<file path="src/rtl/keypad_scan_debounce.sv">
// rtl/keypad_scan_debounce.sv - 4x4 keypad row scanner with press/release debounce and one-cycle key_valid
module keypad_scan_debounce #(
    parameter int SCAN_DIV        = 48000,
    parameter int DEBOUNCE_CYCLES = 960000
) (
    input  logic       clk,
    input  logic       resetInv,
    input  logic [3:0] col,
    output logic [3:0] row,
    output logic [3:0] key,
    output logic       key_valid,
    output logic       key_held
);

    localparam int DIV_W = $clog2(SCAN_DIV);
    localparam int CNT_W = $clog2(DEBOUNCE_CYCLES + 1);
    localparam logic [DIV_W-1:0] DIV_LAST = DIV_W'(SCAN_DIV - 1);
    localparam logic [CNT_W-1:0] CNT_LAST = CNT_W'(DEBOUNCE_CYCLES - 1);

    typedef enum logic [1:0] {SCAN, DEBOUNCE, HELD, RELEASE} state_t;

    state_t           state, state_nx;
    logic [1:0]       row_idx, row_idx_nx;
    logic [1:0]       col_idx, col_idx_nx;
    logic [3:0]       col_lat, col_lat_nx;
    logic [3:0]       key_nx;
    logic [DIV_W-1:0] div, div_nx;
    logic [CNT_W-1:0] cnt, cnt_nx;
    logic             key_valid_nx, key_held_nx;
    logic             hit;
    logic [1:0]       hit_col;

    function automatic logic [3:0] key_map(input logic [3:0] rc);
        case (rc)
            4'h0: key_map = 4'h1;
            4'h1: key_map = 4'h2;
            4'h2: key_map = 4'h3;
            4'h3: key_map = 4'hA;
            4'h4: key_map = 4'h4;
            4'h5: key_map = 4'h5;
            4'h6: key_map = 4'h6;
            4'h7: key_map = 4'hB;
            4'h8: key_map = 4'h7;
            4'h9: key_map = 4'h8;
            4'hA: key_map = 4'h9;
            4'hB: key_map = 4'hC;
            4'hC: key_map = 4'hE;
            4'hD: key_map = 4'h0;
            4'hE: key_map = 4'hF;
            default: key_map = 4'hD;
        endcase
    endfunction

    // Exactly one low column is a hit; multi-key patterns are discarded.
    always_comb begin
        hit     = 1'b1;
        hit_col = 2'd0;
        case (col)
            4'b1110: hit_col = 2'd0;
            4'b1101: hit_col = 2'd1;
            4'b1011: hit_col = 2'd2;
            4'b0111: hit_col = 2'd3;
            default: hit = 1'b0;
        endcase
    end

    assign row = ~(4'b0001 << row_idx);

    always_ff @(posedge clk or negedge resetInv) begin
        if (!resetInv) begin
            state     <= SCAN;
            row_idx   <= 2'd0;
            col_idx   <= 2'd0;
            col_lat   <= 4'hF;
            div       <= '0;
            cnt       <= '0;
            key       <= 4'h0;
            key_valid <= 1'b0;
            key_held  <= 1'b0;
        end else begin
            state     <= state_nx;
            row_idx   <= row_idx_nx;
            col_idx   <= col_idx_nx;
            col_lat   <= col_lat_nx;
            div       <= div_nx;
            cnt       <= cnt_nx;
            key       <= key_nx;
            key_valid <= key_valid_nx;
            key_held  <= key_held_nx;
        end
    end

    always_comb begin
        state_nx     = state;
        row_idx_nx   = row_idx;
        col_idx_nx   = col_idx;
        col_lat_nx   = col_lat;
        div_nx       = div;
        cnt_nx       = cnt;
        key_nx       = key;
        key_valid_nx = 1'b0;
        key_held_nx  = key_held;
        case (state)
            SCAN: begin
                if (div == DIV_LAST) begin
                    div_nx = '0;
                    if (hit) begin
                        col_lat_nx = col;
                        col_idx_nx = hit_col;
                        cnt_nx     = '0;
                        state_nx   = DEBOUNCE;
                    end else begin
                        row_idx_nx = row_idx + 2'd1;
                    end
                end else begin
                    div_nx = div + DIV_W'(1);
                end
            end
            DEBOUNCE: begin
                if (col == col_lat) begin
                    if (cnt == CNT_LAST) begin
                        key_nx       = key_map({row_idx, col_idx});
                        key_valid_nx = 1'b1;
                        key_held_nx  = 1'b1;
                        state_nx     = HELD;
                    end else begin
                        cnt_nx = cnt + CNT_W'(1);
                    end
                end else begin
                    row_idx_nx = row_idx + 2'd1;
                    div_nx     = '0;
                    state_nx   = SCAN;
                end
            end
            HELD: begin
                // Only the latched column matters; other keys in this row are ignored.
                if (col[col_idx]) begin
                    cnt_nx   = '0;
                    state_nx = RELEASE;
                end
            end
            RELEASE: begin
                if (!col[col_idx]) begin
                    state_nx = HELD;
                end else if (cnt == CNT_LAST) begin
                    key_held_nx = 1'b0;
                    row_idx_nx  = row_idx + 2'd1;
                    div_nx      = '0;
                    state_nx    = SCAN;
                end else begin
                    cnt_nx = cnt + CNT_W'(1);
                end
            end
            default: state_nx = SCAN;
        endcase
    end

endmodule

</file>
<file path="config.mk">
export PLATFORM = sky130hd
export DESIGN_NAME = keypad_scan_debounce
export DESIGN_NICKNAME = d
export VERILOG_FILES = /design/src/rtl/keypad_scan_debounce.sv
export SDC_FILE = /design/constraint.sdc
export NUM_CORES = 1
export LEC_CHECK = 0
export CAP_MARGIN = 20
export CORE_MARGIN = 5
export CORE_UTILIZATION = 25
export CTS_CLUSTER_DIAMETER = 120
export CTS_CLUSTER_SIZE = 40
export DETAILED_ROUTE_END_ITERATION = 8
export GPL_ROUTABILITY_DRIVEN = 0
export HOLD_SLACK_MARGIN = 0.02
export MAX_ROUTING_LAYER = met4
export PLACE_DENSITY_LB_ADDON = 0.08
export SLEW_MARGIN = 0
export SYNTH_ARGS = -nofsm -noshare
export SYNTH_HDL_FRONTEND = slang
export SYNTH_SLANG_ARGS = --single-unit
</file>
<file path="constraint.sdc">
create_clock -name clk -period 5.9 [get_ports clk]
set_clock_uncertainty 0.15 [all_clocks]
set_input_delay 1.18 -clock clk [delete_from_list [all_inputs] [get_ports clk]]
set_output_delay 1.18 -clock clk [all_outputs]
set_load 0.02 [all_outputs]
</file>
==> results of run 1 <==
==> synth_stat cells (5+ instances only) <==
cell type / count / area [µm²]
nor2_1: 21 / 78.83
nor3_1: 8 / 40.04
clkbuf_1: 17 / 63.81
xnor2_1: 7 / 61.31
inv_1: 17 / 63.81
nand2_1: 37 / 138.9
nor4_1: 5 / 31.28
nand4_1: 14 / 87.58
a41oi_1: 5 / 43.79
mux2_2: 8 / 90.09
o21ai_0: 47 / 235.2
o31ai_1: 14 / 105.1
ha_1: 15 / 187.7
dfrtp_1: 48 / 1201
a21oi_1: 17 / 85.08
a31oi_1: 12 / 75.07
nand3_1: 12 / 60.06
==> routing by layer <==
metal / wire, µm / vias to the layer above / share of wire
met5: 0 / - / 0
met4: 87 / 0 / 0.011
met3: 347 / 8 / 0.044
met2: 3710 / 40 / 0.47
met1: 3702 / 1235 / 0.47
li1: - / 1342 / -
==> registers in the layout (all words and copies together), names as in the netlist <==
name	flops
key_held	1
col_lat	4
key_valid	1
state	2
row_idx	2
div	16
col_idx	2
cnt	20
key	4
==> metrics by stage <==
stage                     utilization  power [mW]  area [µm²]
final                          0.2896       1.269        3640
after floorplan                     -      0.8210        3191
after global placement         0.2789       1.002        3506
after global routing           0.2896       1.379        3640
after detailed placement       0.2789      0.9966        3506
after CTS                      0.2896       1.297        3640
==> worst max path at each step <==
stage,startpoint,endpoint,cells after the start
floorplan,col[1],cnt[16]$_DFFE_PN0P_,8
global placement,col[1],cnt[16]$_DFFE_PN0P_,7
detailed placement,col[3],cnt[16]$_DFFE_PN0P_,7
CTS,col[3],cnt[16]$_DFFE_PN0P_,7
global route,col[3],cnt[16]$_DFFE_PN0P_,7
finish,col[3],cnt[16]$_DFFE_PN0P_,7
==> cells by family (layout without fill, tap and decap cells) <==
logic type,count (synthesis),in the layout
xor gates and xnor gates,8,8
AOI/OAI and AO/OA,109,109
and+or+nand+nor,127,127
DFF,52,52
adders and majority gates,15,15
muxes,13,13
buffers and inverters,36,42
==> final cells by class <==
cell class	count	area [µm²]	share of cell area
Multi-Input combinational cell	272	1753	0.4816
Sequential cell	52	1306	0.3589
Tap cell	172	215.2	0.05913
Timing Repair Buffer	18	167.7	0.04606
Clock buffer	6	128.9	0.03541
Inverter	17	63.81	0.01753
Clock inverter	1	5.005	0.001375
==> worst max-delay path, stage by stage <==
cell and delay (ps):
clkdlybuf4s50_1 630, xnor2_1 130, o22ai_1 290, a21boi_2 130, or4_1 910, or4b_1 620, nand2_1 70
==> where the power goes <==
group          switching, mW  internal (mW)  total (mW)
clock                  0.133          0.155       0.288
sequential            0.0578          0.393       0.451
combinational          0.335          0.195       0.530
total                  0.526          0.743        1.27
==> impl_results.md, run 1 <==
* Status: finished, final reports clean
* Starting DRT DRC Count at roughly 190
* Syn nets at 381
* Setup WS pre-CTS at 1719 ps
* Met3 Track Usage GR at 0.02790
* Syn-to-layout area delta at 14.08%
* Post-DRT Antenna Nets at 0
* Max IR drop VDD at 0.1531 mV
* Worst reg2reg setup slack at 2490 ps
* Simple-gate share of the synthesized area at 0.2114
* Most frequent cells in the layout: dfrtp_1, o21ai_0, nand2_1
* Number of port buffers at 15
* Clk root buf: clkbuf_16
* Setup tns final at 0 ps
* RSZ-0062 raised after global routing: false
* WP data required at 5990 ps
* CTS tree: done
* DIE HEIGHT at about 120 µm
* Post-synthesis mux area share at 0.04784
* Hold path startpoint: key[0]$_DFFE_PN0P_
* Clock Sinks at 52
* Routed WL at 7848 µm
* Maxcap violations at 0
* Met2 Use GR at 0.1814
* Fmax at 259.0 MHz
* Worst setup margin at around 2000 ps
* Ant diodes at 0
* Yosys warns at 0
* DRC viols at 0
* FF+latch count, synth at 52
* Setup CP Type: in2reg
* Row count at 41
* Power per cell area at 348.6 nW/µm²
* Async SR Flop Fraction at 1.000
* Grt met1 use at 0.1522
* Synth Area in Compound Gates at 0.2075
* Largest family of logic cells by synthesized area: simple AND/OR/NAND/NOR gates
* Slew of the pin with the lowest slew margin at roughly 980 ps
* Rel. slew slack at 0.3421
* Leakage at 1.433 nW
* Distinct cells, synth at 50
* Longest Clk Path Bufs at 2
* CORE AREA at 12570 µm²
* Effective utilization at floorplan at 0.2539
* EDFF count, synth at 0
* Vias in the first global route at between 2000 and 3000
* Worst-Skew Late Latency at 300 ps
* Inserted Clock Buffers at 5
* Share of cells above drive strength 1 at 0.08197
* Hold buffers post-CTS at 0
* Post-DP HPWL at 5250 µm
* Vias at 2625
* Critical Path End Type: flop
* First-pass GRT wire length at 13560 µm
* Avg Cell Area, Syn at 8.863 µm²
* Post-CTS sizing at 0
* Crit path launch type: primary input
* Fin cells at ~540
* Final Max Slew Viols at 0
* # H-tree levels at 2
* GRT Max-Usage Layer: met2
* Hold crit path type: reg2reg
* Post-DR wirelength/cell at 14.59 µm
* Seq/Total Area, Yosys at 0.4094
* Vias per inst at 4.879
* Critical Path AT at 3950 ps
* CP Max Fanout at 19
* Post-synthesis instance total at 360
* GRT Total Usage at 0.1168
* Hold Fails Final Rpt at 0
* Primary FF master, synth: dfrtp_1
* DIE WIDTH at 123.0 µm
* WHS Path Cells at 2
* Largest net degree at the start of global routing at 53
* Die area at approximately 15000 µm²
* Global route total overflow at 0
* Post-placement cell count at 531
* DRT Pass-1 Iters at 4
* Mapped Area at 3191 µm²
* Post-Synth XOR/XNOR Area at 0.02196
* Initial antenna violation count at 0
* R2R depth at 7
* R2R Path End: cnt[16]$_DFFE_PN0P_
* Setup Buffers After CTS at 0
* Commonest non-fill, non-tap cell in the layout: dfrtp_1
* Adder-cell share of the synthesized area at 0.05882
* Final Setup Violations at 0
* Hold Path Sink: key[0]$_DFFE_PN0P_
* Clk slew on worst S/H paths at 70 ps
* Period utilisation layout at 0.6545
* Hold WS at 328.4 ps
* Critical R2R Launch: div[0]$_DFFE_PN0P_
* I/O pins at 16
* Min cycle time layout at 3862 ps
* NumNets Final at 387
* # fillers at 1348
Power figures use the tool's default switching activity.
==> run 2, diff against run 1 <==
==> constraint.sdc (replaced) <==
create_clock -name clk -period 3.6 [get_ports clk]
set_clock_uncertainty 0.15 [all_clocks]
set_input_delay 0.72 -clock clk [delete_from_list [all_inputs] [get_ports clk]]
set_output_delay 0.72 -clock clk [all_outputs]
set_load 0.02 [all_outputs]
==> run 2 against run 1 <==
Utilization increased by 0.27 points. Setup slack got worse by 1400 ps. Via count increased by 1.4%. Routed wire length increased by 2.9%. Cell area increased by 0.93%. Sequential share of layout area decreased by 0.33 points. Critical path depth increased by 1. Combinational power increased by 68%. Cell count increased by 1.1%. Critical path type unchanged. Highest routed layer unchanged.
==> impl_results.md, run 2 (synthesis gave the netlist of run 1 again) <==
* Final Max Slew Viols at 0 (unchanged)
* Fin cells at 544 (was 538)
* Hold crit path type: in2async (was reg2reg)
* Global route total overflow at 0 (unchanged)
* Post-DR wirelength/cell at 14.85 µm (was 14.59 µm)
* Clk root buf: clkbuf_16 (unchanged)
* Leakage at 1.455 nW (was 1.433 nW)
* Row count at 41 (unchanged)
* Status: finished, final reports clean (unchanged)
* CORE AREA at 12570 µm² (unchanged)
* NumNets Final at 392 (was 387)
* Longest Clk Path Bufs at 2 (unchanged)
* Most frequent cells in the layout: dfrtp_1, o21ai_0, nand2_1 (unchanged)
* Die area at 15120 µm² (unchanged)
* Post-DP HPWL at 5687 µm (was 5250 µm)
* Slew of the pin with the lowest slew margin at 833.8 ps (was 978.6 ps)
* Power per cell area at 577.0 nW/µm² (was 348.6 nW/µm²)
* Final Setup Violations at 0 (unchanged)
* Setup CP Type: in2reg (unchanged)
* DRT Pass-1 Iters at 4 (unchanged)
* Logic pwr share at 0.421 (was 0.417)
* Share of cells above drive strength 1 at 0.08871 (was 0.08197)
* Vias at 2663 (was 2625)
* Vias per inst at 4.895 (was 4.879)
* CTS tree: done (unchanged)
* Final instance area at 3674 µm² (was 3640 µm²)
* Power share of the clock group at 0.229 (was 0.227)
* # H-tree levels at 2 (unchanged)
* Post-DRT Antenna Nets at 0 (unchanged)
* DRC viols at 0 (unchanged)
* Crit path launch type: primary input (unchanged)
* CP Max Fanout at 18 (was 19)
* Clk slew on worst S/H paths at 70 ps (about the same)
* Setup tns final at 0 ps (unchanged)
* Ant diodes at 0 (unchanged)
* Vias in the first global route at 2675 (was 2584)
* Reg with most FFs: cnt (unchanged)
* Effective utilization at floorplan at 0.2539 (unchanged)
* RSZ-0062 raised after global routing: false (unchanged)
* Post-CTS sizing at 0 (unchanged)
* Max IR drop VDD at 0.1804 mV (was 0.1531 mV)
* Worst setup margin at 615.9 ps (was 2038 ps)
* Number of port buffers at 15 (unchanged)
* Setup Buffers After CTS at 0 (unchanged)
* WP data required at 3670 ps (was 5990 ps)
* P_int at 1.247 mW (was 0.7431 mW)
* I/O pins at 16 (unchanged)
* Largest net degree at the start of global routing at 35 (was 53)
* P_sw at 0.8729 mW (was 0.5258 mW)
* Hold buffers post-CTS at 0 (unchanged)
* Sequential fraction of design power at 0.350 (was 0.356)
* Placed Area at 3537 µm² (was 3506 µm²)
* Post-placement cell count at 536 (was 531)
* Largest regs: cnt x20, div x16 (unchanged)
* Routed WL at 8076 µm (was 7848 µm)
* Maxcap violations at 0 (unchanged)
* Critical Path AT at 3060 ps (was 3950 ps)
* First-pass GRT wire length at 13900 µm (was 13560 µm)
* Clock Sinks at 52 (unchanged)
* Initial antenna violation count at 0 (unchanged)
* Syn-to-layout area delta at 15.14% (was 14.08%)
* Hold Fails Final Rpt at 0 (unchanged)
* Commonest non-fill, non-tap cell in the layout: dfrtp_1 (unchanged)
* Critical Path End Type: flop (unchanged)
* Sw Share at 0.4118 (was 0.4144)
* Period utilisation layout at 0.8289
* Starting DRT DRC Count at 152 (was 185)
* Min cycle time layout at 2984 ps
* Setup WS pre-CTS at 280.1 ps (was 1719 ps)
* DIE WIDTH at 123.0 µm (unchanged)
* Rel. slew slack at 0.4398 (was 0.3421)
* Fmax at 335.1 MHz
* Worst-Skew Late Latency at 300 ps (about the same)
* DIE HEIGHT at 123.0 µm (unchanged)
* GRT Total Usage at 0.1199 (was 0.1168)
* Inserted Clock Buffers at 5 (unchanged)
* Number of flip-flops in the largest register at 20 (unchanged)
[run 2: cell types whose count changed in the layout (fill, tap and decap cells not counted), sizes merged]
cell    before  now
buf          4    9
clkbuf       6    8
clkinv       1    0
[run 2: critical path: stages]
cell and delay (ps):
clkdlybuf4s50_1 610, nand2_1 110, o22ai_1 290, a21boi_2 130, or4_1 540, buf_4 230
or3_1 350, o21ai_0 70
[run 2: worst paths after layout]
check / start / end / slack (ps) / depth (start not counted)
setup / recovery: col[1] / cnt[5]$_DFFE_PN0P_ / 620 / 8
setup reg to reg: div[0]$_DFFE_PN0P_ / cnt[5]$_DFFE_PN0P_ / 750 / 8
hold reg to reg: key[3]$_DFFE_PN0P_ / key[3]$_DFFE_PN0P_ / 330 / 2
hold / removal: resetInv / div[12]$_DFFE_PN0P_ / 210 / 1
min in group clk: key[3]$_DFFE_PN0P_ / key[3]$_DFFE_PN0P_ / 330 / 2
max in group asynchronous: resetInv / col_lat[3]$_DFFE_PN1P_ / 2230 / 2
[run 2: routing by layer]
layer / share of wire / up-vias / GRT usage
met1: 0.50 / 1272 / 0.1584
met5: 0 / - / -
li1: - / 1354 / -
met2: 0.45 / 29 / 0.1848
met4: 0.013 / 0 / 0.03529
met3: 0.030 / 8 / 0.02745
[run 2: through the flow]
step	power [mW]	utilization	hold slack (ps)
6_report	2.120	0.2923	210.5
3_5_place_dp	1.663	0.2814	323.8
2_1_floorplan	1.346	-	274.4
3_3_place_gp	1.658	0.2814	318.9
5_1_grt	2.304	0.2923	248.5
4_1_cts	2.171	0.2923	225.9
[run 2: final cells by class]
class	count	area [µm²]
timing repair buffer	23	205.2
tap	172	215.2
inverter	17	63.81
sequential	52	1306
fill	1328	8895
multi-input combinational	272	1747
clock buffer	8	136.4
[run 2: power by group through the flow]
stage	registers [mW]	logic [mW]	clock network (mW)
2_1_floorplan	0.720	0.625	0
3_3_place_gp	0.751	0.907	0
3_5_place_dp	0.752	0.911	0
4_1_cts	0.741	0.915	0.514
5_1_grt	0.757	1.01	0.534
6_report	0.742	0.893	0.485
==> run 3, diff against run 2 <==
==> constraint.sdc (replaced) <==
create_clock -name clk -period 3 [get_ports clk]
set_clock_uncertainty 0.15 [all_clocks]
set_input_delay 0.6 -clock clk [delete_from_list [all_inputs] [get_ports clk]]
set_output_delay 0.6 -clock clk [all_outputs]
set_load 0.02 [all_outputs]
==> run 3 against run 2 <==
Cell count rose by 2.4%. Non-clock buffer count rose by 13. Total power rose by 23%. Clock power rose by 23%. Register-to-register slack got worse by 580 ps. Routed wire length fell by 0.97%. Hold slack got worse by 90 ps. Clock-buffer cell count did not move. Combinational power rose by 27%.
==> impl_results.md, run 3 (synthesis gave the netlist of run 1 again) <==
* Status: finished, final reports clean (unchanged)
* Min cycle time layout at 2856 ps
* Commonest non-fill, non-tap cell in the layout: dfrtp_1 (unchanged)
* Rel. slew slack at 0.5946 (was 0.4398)
* Die area at 15120 µm² (unchanged)
* P_sw at 1.048 mW (was 0.8729 mW)
* Final core utilization at 0.3010 (was 0.2923)
* Power per cell area at 690.2 nW/µm² (was 577.0 nW/µm²)
* Leakage at 1.522 nW (was 1.455 nW)
* Post-placement cell count at 549 (was 536)
* Register area at 1306 µm² (unchanged)
* GRT Total Usage at 0.1196 (was 0.1199)
* R2R Path End: cnt[4]$_DFFE_PN0P_ (was cnt[5]$_DFFE_PN0P_)
* Most frequent cells in the layout: dfrtp_1, o21ai_0, nand2_1 (unchanged)
* DIE HEIGHT at 123.0 µm (unchanged)
* Syn-to-layout area delta at 18.59% (was 15.14%)
* Clk root buf: clkbuf_16 (unchanged)
* CP Max Fanout at 15 (was 18)
* Max IR drop VDD at 0.2303 mV (was 0.1804 mV)
* R2R depth at 7 (was 8)
* DRT Pass-1 Iters at 4 (unchanged)
* # fillers at 1347 (was 1328)
* Worst reg2reg setup slack at 170 ps (was 750 ps)
* Vias per inst at 4.844 (was 4.895)
* Sequential fraction of design power at 0.340 (was 0.350)
* P_int at 1.563 mW (was 1.247 mW)
* CORE AREA at 12570 µm² (unchanged)
* Vias at 2698 (was 2663)
* Hold buffers post-CTS at 0 (unchanged)
* # H-tree levels at 2 (unchanged)
* Post-DRT Antenna Nets at 0 (unchanged)
* First-pass GRT wire length at 13810 µm (was 13900 µm)
* Number of port buffers at 15 (unchanged)
* Setup CP Type: in2reg (unchanged)
* DRC viols at 0 (unchanged)
* Ant diodes at 0 (unchanged)
* Maxcap violations at 0 (unchanged)
* Initial antenna violation count at 0 (unchanged)
* Worst-Skew Late Latency at 300 ps (about the same)
* Post-DP HPWL at 5770 µm (was 5687 µm)
* I/O pins at 16 (unchanged)
* WP data required at 3030 ps (was 3670 ps)
* RSZ-0062 raised after global routing: false (unchanged)
* Critical R2R Launch: div[0]$_DFFE_PN0P_ (unchanged)
* Power share of the clock group at 0.228 (was 0.229)
* Hold crit path type: in2async (unchanged)
* Clock Sinks at 52 (unchanged)
* Largest net degree at the start of global routing at 22 (was 35)
* NumNets Final at 405 (was 392)
* Starting DRT DRC Count at 143 (was 152)
* Sw Share at 0.4013 (was 0.4118)
* Share of cells above drive strength 1 at 0.1247 (was 0.08871)
* Vias in the first global route at 2696 (was 2675)
* Multi-input logic area at 1749 µm² (was 1747 µm²)
* Global route total overflow at 0 (unchanged)
* Critical Path End Type: flop (unchanged)
* Effective utilization at floorplan at 0.2539 (unchanged)
* Final Max Slew Viols at 0 (unchanged)
* Fmax at 350.2 MHz
* Routed WL at 7998 µm (was 8076 µm)
* Row count at 41 (unchanged)
* Slew of the pin with the lowest slew margin at 603.5 ps (was 833.8 ps)
* Final Setup Violations at 0 (unchanged)
* Hold Fails Final Rpt at 0 (unchanged)
* Reg with most FFs: cnt (unchanged)
* Crit path launch type: primary input (unchanged)
* Logic pwr share at 0.432 (was 0.421)
* Inserted Clock Buffers at 5 (unchanged)
* DIE WIDTH at 123.0 µm (unchanged)
* Design Power at 2.611 mW (was 2.120 mW)
* CTS tree: done (unchanged)
* Fin cells at 557 (was 544)
* Clk slew on worst S/H paths at 70 ps (about the same)
* Largest regs: cnt x20, div x16 (unchanged)
* Critical Path AT at 2880 ps (was 3060 ps)
* Post-DR wirelength/cell at 14.36 µm (was 14.85 µm)
* Longest Clk Path Bufs at 2 (unchanged)
* Period utilisation layout at 0.9519
* Number of flip-flops in the largest register at 20 (unchanged)
[run 3: changes by cell type in the layout (fill, tap and decap cells not counted)]
cell | before | now
buf_4 | 8 | 21
clkbuf_1 | 3 | 2
clkbuf_8 | 0 | 1
ha_1 | 15 | 14
ha_2 | 0 | 1
[run 3: critical path, stage by stage]
cell and delay (ps):
clkdlybuf4s50_1 610, xnor2_1 120, o22ai_1 260, a21boi_2 100, or4_1 600, buf_4 240, o41ai_1 340
[run 3: power groups by stage]
stage / clock network, mW / logic (mW) / registers, mW
2_1_floorplan: 0 / 0.751 / 0.864
3_3_place_gp: 0 / 1.16 / 0.900
3_5_place_dp: 0 / 1.15 / 0.901
4_1_cts: 0.633 / 1.15 / 0.887
5_1_grt: 0.654 / 1.27 / 0.906
6_report: 0.596 / 1.13 / 0.888
[run 3: stage by stage]
stage	hold slack, ps	setup TNS (ps)	setup slack, ps	area, µm²
global placement	318.7	-2003	-154.9	3635
floorplan	154.4	0	254.3	3191
CTS	134.7	0	113.3	3781
detailed placement	326.4	-2838	-179.1	3635
global route	153.8	0	11.14	3784
finish	120.1	0	144.3	3784
[run 3: how the worst max path moves through the flow]
stage,startpoint,to,cells after the start
after floorplan,div[0]$_DFFE_PN0P_,cnt[16]$_DFFE_PN0P_,8
after global placement,col[3],row_idx[1]$_DFFE_PN0P_,8
after detailed placement,col[3],cnt[4]$_DFFE_PN0P_,7
after CTS,div[0]$_DFFE_PN0P_,cnt[4]$_DFFE_PN0P_,7
after global routing,col[3],div[13]$_DFFE_PN0P_,9
final,col[3],cnt[4]$_DFFE_PN0P_,7
[run 3: area by class of cell]
class | instances | area share
clock buffer | 8 | 0.03869
sequential | 52 | 0.3452
timing repair buffer | 36 | 0.08003
inverter | 17 | 0.01687
multi-input combinational | 272 | 0.4623
tap | 172 | 0.05688
[run 3: what timing repair did]
item	in CTS	in global routing
setup buffers	0	0
gates resized for setup	0	1
setup endpoints to repair	0	3
[run 3: metal layers]
| metal | track usage | routed length (µm) | vias up |
|---|---|---|---|
| met5 | - | 0 | - |
| met1 | 0.1562 | 4065 | 1282 |
| met3 | 0.02196 | 194 | 6 |
| li1 | - | - | 1378 |
| met4 | 0.03945 | 113 | 0 |
| met2 | 0.1886 | 3624 | 32 |
